`config.mk`:
```
export PLATFORM = sky130hd
export DESIGN_NAME = lsu_hs
export DESIGN_NICKNAME = d
export VERILOG_FILES = /design/src/rtl/lsu_hs.sv
export SDC_FILE = /design/constraint.sdc
export NUM_CORES = 1
export LEC_CHECK = 0
export BUFFER_PORTS_ARGS = -buffer_cell sky130_fd_sc_hd__buf_2
export CORE_MARGIN = 3
export CORE_UTILIZATION = 43
export CTS_BUF_LIST = sky130_fd_sc_hd__clkbuf_2 sky130_fd_sc_hd__clkbuf_4 sky130_fd_sc_hd__clkbuf_8
export CTS_CLUSTER_DIAMETER = 40
export DETAILED_ROUTE_END_ITERATION = 8
export PLACE_DENSITY_LB_ADDON = 0.12
export SLEW_MARGIN = 10
export SYNTH_ARGS = -nofsm -noshare
export SYNTH_HDL_FRONTEND = slang
export SYNTH_SLANG_ARGS = --single-unit
```
`constraint.sdc`:
```
create_clock -name i_clk -period 3.7 [get_ports i_clk]
set_input_delay 0.37 -clock i_clk [delete_from_list [all_inputs] [get_ports i_clk]]
set_output_delay 0.37 -clock i_clk [all_outputs]
set_load 0.05 [all_outputs]
```
`src/rtl/lsu_hs.sv`:
```
// rtl/lsu_hs.sv - RV32I load/store unit with valid/ready handshake memory port
module lsu_hs #(
    parameter int TIMEOUT_CYCLES = 255
) (
    input  logic        i_clk,
    input  logic        i_rst,
    input  logic        i_req_valid,
    output logic        o_req_ready,
    input  logic        i_req_wen,
    input  logic [2:0]  i_req_funct3,
    input  logic [31:0] i_req_addr,
    input  logic [31:0] i_req_wdata,
    output logic        o_rsp_valid,
    output logic [31:0] o_rsp_rdata,
    output logic        o_rsp_trap,
    output logic        o_rsp_timeout,
    output logic        o_mem_valid,
    input  logic        i_mem_ready,
    output logic [31:0] o_mem_addr,
    output logic        o_mem_ren,
    output logic        o_mem_wen,
    output logic [31:0] o_mem_wdata,
    output logic [3:0]  o_mem_mask,
    input  logic        i_mem_rvalid,
    input  logic [31:0] i_mem_rdata
);
    typedef enum logic [1:0] {IDLE, REQ, WAIT, RSP} state_t;

    state_t      state, state_nxt;
    logic        wen_q, trap_q, timeout_q;
    logic [2:0]  f3_q;
    logic [31:0] addr_q, wdata_q, rdata_q, cnt_q;
    logic        illegal_in, misal_in, bad_in, timeout_hit;
    logic [31:0] shifted, load_val, lane_wdata;
    logic [3:0]  lane_mask;

    // Decode of the incoming request; bad requests never reach memory.
    always_comb begin
        if (i_req_wen)
            illegal_in = (i_req_funct3 >= 3'd3);
        else
            illegal_in = (i_req_funct3 == 3'd3) || (i_req_funct3[2:1] == 2'b11);
        case (i_req_funct3[1:0])
            2'b01:   misal_in = i_req_addr[0];
            2'b10:   misal_in = (i_req_addr[1:0] != 2'b00);
            default: misal_in = 1'b0;
        endcase
        bad_in = illegal_in || misal_in;
    end

    assign timeout_hit = (TIMEOUT_CYCLES != 0) && (cnt_q == 32'(TIMEOUT_CYCLES - 1));

    always_comb begin
        state_nxt = state;
        case (state)
            IDLE: if (i_req_valid) state_nxt = bad_in ? RSP : REQ;
            REQ: begin
                if (timeout_hit)      state_nxt = RSP;
                else if (i_mem_ready) state_nxt = WAIT;
            end
            WAIT: begin
                if (timeout_hit || i_mem_rvalid) state_nxt = RSP;
            end
            RSP:  state_nxt = IDLE;
            default: state_nxt = IDLE;
        endcase
    end

    always_ff @(posedge i_clk) begin
        if (i_rst) begin
            state     <= IDLE;
            wen_q     <= 1'b0;
            f3_q      <= 3'd0;
            addr_q    <= 32'd0;
            wdata_q   <= 32'd0;
            rdata_q   <= 32'd0;
            cnt_q     <= 32'd0;
            trap_q    <= 1'b0;
            timeout_q <= 1'b0;
        end else begin
            state <= state_nxt;
            if (state == IDLE && i_req_valid) begin
                wen_q     <= i_req_wen;
                f3_q      <= i_req_funct3;
                addr_q    <= i_req_addr;
                wdata_q   <= i_req_wdata;
                rdata_q   <= 32'd0;
                cnt_q     <= 32'd0;
                trap_q    <= bad_in;
                timeout_q <= 1'b0;
            end else if (state == REQ || state == WAIT) begin
                cnt_q <= cnt_q + 32'd1;
                if (timeout_hit) begin
                    trap_q    <= 1'b1;
                    timeout_q <= 1'b1;
                end else if (state == WAIT && i_mem_rvalid) begin
                    rdata_q <= i_mem_rdata;
                end
            end
        end
    end

    // Byte-lane placement for the memory side and extraction for loads.
    always_comb begin
        case (f3_q[1:0])
            2'b00: begin
                lane_mask  = 4'b0001 << addr_q[1:0];
                lane_wdata = {4{wdata_q[7:0]}};
            end
            2'b01: begin
                lane_mask  = 4'b0011 << addr_q[1:0];
                lane_wdata = {2{wdata_q[15:0]}};
            end
            default: begin
                lane_mask  = 4'b1111;
                lane_wdata = wdata_q;
            end
        endcase
        shifted = rdata_q >> {addr_q[1:0], 3'b000};
        case (f3_q)
            3'd0:    load_val = {{24{shifted[7]}}, shifted[7:0]};
            3'd1:    load_val = {{16{shifted[15]}}, shifted[15:0]};
            3'd2:    load_val = shifted;
            3'd4:    load_val = {24'd0, shifted[7:0]};
            3'd5:    load_val = {16'd0, shifted[15:0]};
            default: load_val = 32'd0;
        endcase
    end

    assign o_req_ready   = (state == IDLE);
    assign o_mem_valid   = (state == REQ);
    assign o_mem_addr    = {addr_q[31:2], 2'b00};
    assign o_mem_ren     = (state == REQ) && !wen_q;
    assign o_mem_wen     = (state == REQ) && wen_q;
    assign o_mem_mask    = (state == REQ) ? lane_mask : 4'b0000;
    assign o_mem_wdata   = (state == REQ) ? lane_wdata : 32'd0;
    assign o_rsp_valid   = (state == RSP);
    assign o_rsp_trap    = (state == RSP) && trap_q;
    assign o_rsp_timeout = (state == RSP) && timeout_q;
    assign o_rsp_rdata   = (state == RSP && !trap_q && !wen_q) ? load_val : 32'd0;
endmodule

```
## Yosys cells after proc, flatten, opt, wreduce, memory -nomap -nowiden

Index checks and enable logic that the tools add are counted.
Widths: inputs -> output; s select.

| storage, ports and cells | value |
|---|---|
| register bits | 136 |
| bits of input ports | 105 |

| operators by class | value |
|---|---|
| mux-type cells | 17 |
| $lt $le $gt $ge | 1 |
| reductions and logical operators | 25 |
| shift operators | 3 |
| equal/unequal tests | 16 |
| bitwise gates (word level) | 1 |
| add/subtract/negate cells | 1 |

Operator list:

| cell | number |
|---|---|
| $pmux 32 s5 | 1 |
| $mux 32 | 2 |
| $pmux 32 s2 | 1 |
| $add 32x1->32 const B | 1 |
| $eq 32x8->1 const B | 1 |
| $shr 32x5->32 | 1 |
| $mux 2 | 5 |
| $eq 2x2->1 const B | 4 |
| $logic_and 1x1->1 | 8 |
| $pmux 2 s4 | 1 |
| $pmux 4 s2 | 1 |
| $eq 2x1->1 const B | 3 |
| $eq 3x2->1 const B | 2 |
| $eq 3x3->1 const B | 2 |
| $reduce_and 3->1 | 2 |
| $reduce_bool 2->1 | 3 |
| $logic_not 2->1 | 2 |
| $logic_or 1x1->1 | 4 |
| $mux 1 | 4 |
| $mux 4 | 1 |
| $ne 2x2->1 const B | 2 |
| $reduce_and 2->1 | 2 |
| $shl 1x2->4 const A | 1 |
| $shl 2x2->4 const A | 1 |
| 8 further kinds | 9 |

## Longest topological paths before layout

| logic depth | value |
|---|---|
| word-level depth | 7 |
| gate-level depth with buffers | 9 |
| gate-level depth less buffers | 7 |

## Worst setup path before layout

OpenSTA, ideal clock, no wires.

| path | value |
|---|---|
| path kind | reg2out |
| from | register state[0] |
| to | output port o_rsp_rdata[2] |
| arrival time | 2597 ps |
| required time | 3330 ps |
| stages on the path, launching flop included | 5 |
| path slack | 733 ps |
| path through | dfxtp_1 -> ha_1 -> o211ai_1 -> clkbuf_1 -> a211oi_1 |

| between the ends | value |
|---|---|
| longest elaborated chain between the ends | 4 |

RTL lines:

| item | RTL line | source |
|---|---|---|
| start, declared | 29 | `state_t state, state_nxt;` |
| start signal, assigned | 81 | `state <= state_nxt;` |
| $eq 2x2->1 | - |  |
| net o_rsp_valid | 13 | `output logic o_rsp_valid,` |
| $logic_and 1x1->1 (2 in series) | 140 | `assign o_rsp_rdata = (state == RSP && !trap_q && !wen_q) ? load_val : 32'd0;` |
| $mux 32 | 140 |  |
| end, declared | 14 | `output logic [31:0] o_rsp_rdata,` |

The timed path passes the listed nets, and every way through them passes these cells.

## Worst setup path after layout

| path | value |
|---|---|
| from | register addr_q[1] |
| to | output port o_rsp_rdata[19] |

| between the ends | value |
|---|---|
| longest elaborated chain between the ends | 3 |

RTL lines:

| item | RTL line | source |
|---|---|---|
| start, declared | 32 | `logic [31:0] addr_q, wdata_q, rdata_q, cnt_q;` |
| start signal, assigned | 85 | `addr_q <= i_req_addr;` |
| $shr 32x5->32 | 119 | `shifted = rdata_q >> {addr_q[1:0], 3'b000};` |
| $pmux 32 s5 | 120 | `case (f3_q)` |
| $mux 32 | 140 |  |

No other way between the ends.

==> impl_metrics.toml <==
[outcome]
status = "completed"

[clock_tree]
cts_inserted_buffers = 17
tritoncts = "built"
postCtsSetupBuffers = 0
clkTransAtPathRegs_ns = 0.08
clk_path_buf_depth = 2
postCtsHoldBufs = 0
clk_latency_ns = 0.43
cts_resized = 0
htreeDepth = 4
clock-sinks = 136
clk_root_buffer_cell = "clkbuf_8"

[worst_hold_path]
hold_depth = 3
hold_path.startpoint = "i_req_addr[24]"
hold_end = "addr_q[24]"
hp-class = "in -> reg"

[critical_path]
crit_path_end_kind = "output port"
crit_type = "reg -> out"
r2r-end = "state[0]"
regToRegSetupSlack_ns = 1.13
start_kind = "register"
arrival_ns = 2.96
required_ns = 3.33
cp_max_fo = 16
timing.rr.start = "state[1]"
ff2ff_path_depth = 7

[cells_and_area]
fin_cells = 1303
fin_nets = 1187
final_cell_mix = "buf_2, nand2_1, a21oi_1, dfxtp_1, nor2_1"
final-seq-area_mm2 = 0.002723
drive_above_1_share_pct = 25.87
fillCellCount = 1650
multi_input_comb_area_mm2 = 0.003679
final_common_cell = "buf_2"
fin_area_mm2 = 0.008275
syn_to_final_growth_pct = 18.26

[detailed_routing]
drt_iter0_drc = 423
vias_per_cell = 5.103
vias = 6649
first_pass_iters = 5
drc = 0
drtAntennaViolNets = 0
totalWireLength_um = 19590
wl_per_cell_um = 15.03

[place]
port_buffers = 209
dp_hpwl_um = 13370
place_area_mm2 = 0.007888
dp.cells = 1270
gp_congestion = 0.8018

[grt]
gr-total-overflow = 0
grt_max_degree = 73
grt_pass1_wl_um = 30770
antenna_found_initial = 1
grt_pass1_vias = 5961
grt_usage_pct = 21.10

[timing]
drv_slew = 0
slew_headroom_pct = 23.82
max_freq_ghz = 0.3005
hold_viol_final = 0
rsz0062_at_grt = "no"
finalCriticalPeriod_ns = 3.328
period_share_pct = 89.94
setup_viol = 0
finClkSkew_ns = 0.01016
final.setup.tns_ns = 0
worst_pin_slew_ns = 1.135

[logic_synthesis]
synth-seq-area-share_pct = 38.91
netlist-cell-type-count = 47
yosysTopAreaCellShare_pct = 38.91
ys_ff_latch = 136
syn_inst = 932
synth_top_cell_by_area = "dfxtp_1"
synthArstFlopShare_pct = 0
syn_area_mm2 = 0.006998
yosysWarnings = 0
synth_edf_count = 0
syn-mean-instance-area_um2 = 7.509
synth-main-ff-cell = "dfxtp_1"
synthTopCellsByArea = "dfxtp_1, a21oi_1, nand2_1, nor2_1, mux2i_1"

[power_and_ir_drop]
leakagePower_nw = 3.359
p_per_area_mw_per_mm2 = 566.1
max-vdd-ir-drop_v = 0.0003492
power_mw = 4.684

[floorplanning]
die_width_um = 133.6
io_pins = 212
initial_core_util_pct = 44.05
fp-row-count = 46
die-height_um = 133.6
die_area_mm2 = 0.01784
core_area_mm2 = 0.01589

[job]
drv_cap = 0
[cells by family (layout without fill, tap and decap cells)]
family	after synthesis	count (layout)	share of synthesized area (%)
AOI/OAI and AO/OA	226	226	17.22
xor gates and xnor gates	30	30	3.755
adders and majority gates	9	9	1.609
buffers and inverters	114	267	8.672
DFF	136	136	38.91
muxes	36	36	5.328
other	1	3	0.05359
and+or+nand+nor	380	380	24.46
[report_power, final]
part	switching, mW	internal, mW	total, mW
Sequential	0.155	1.64	1.80
Clock	0.562	0.648	1.21
Combinational	1.22	0.462	1.68
[stage by stage]
step	hold WS, ns	setup slack (ns)	util [%]
after detailed placement	0.4429	0.8511	49.65
final	0.1636	0.3720	52.10
after global placement	0.4399	0.9288	49.65
after floorplan	0.4285	0.7334	-
after CTS	0.1334	0.3674	52.08
after global routing	0.1428	0.1476	52.10
[synth_stat cells (all sizes together) (2+ instances only)]
library cell,count
inv,10
nand4,13
nand3,48
and4,2
nor3,4
and3,7
nor2b,11
dfxtp,136
ha,9
xnor2,6
a211oi,18
or3,3
buf,50
o21ai,51
nor2,77
or4,2
mux2,10
o22ai,2
nor4,9
a21oi,150
xor2,24
mux2i,26
nand2b,2
and2,13
nand2,187
clkbuf,54
[cell type report]
cell class	instances	share of cell area, %
multi-input cells	683	44.45
flip-flops and latches	136	32.90
repair buffers	225	14.24
clock buffers	23	3.447
well taps	216	3.266
clock inverters	9	1.210
inverters	10	0.4536
diodes	1	0.03024
[sequential cells by signal (all words and copies together) (netlist names)]
signal	count
cnt_q	32
addr_q	32
wdata_q	32
state	2
f3_q	3
trap_q	1
rdata_q	32
wen_q	1
timeout_q	1
[routing by layer]
layer  wire length (µm)  GRT usage [%]  up-vias
met5                  0              0        -
met4                188          4.971        0
met3                971          4.834       12
met2               9111          32.93      172
met1               9314          29.80     3060
li1                   -              -     3405
[worst max-delay path, stage by stage, from the launching register on]
cell       delay (ns)
dfxtp_1          0.63
mux2i_1          0.29
o2bb2ai_1        0.13
and2_1           0.17
o21ai_1          0.88
a21oi_1          0.17
buf_2            0.27
[worst max path at each step]
stage | from | endpoint | slack (ns)
after global placement | addr_q[1] | o_rsp_rdata[20] | 0.93
after detailed placement | addr_q[1] | o_rsp_rdata[19] | 0.85
after global routing | addr_q[1] | o_rsp_rdata[19] | 0.15
final | addr_q[1] | o_rsp_rdata[19] | 0.37
after floorplan | state[0] | o_rsp_rdata[2] | 0.73
after CTS | addr_q[1] | o_rsp_rdata[19] | 0.37
No activity file was read; power rests on OpenSTA's default activity.
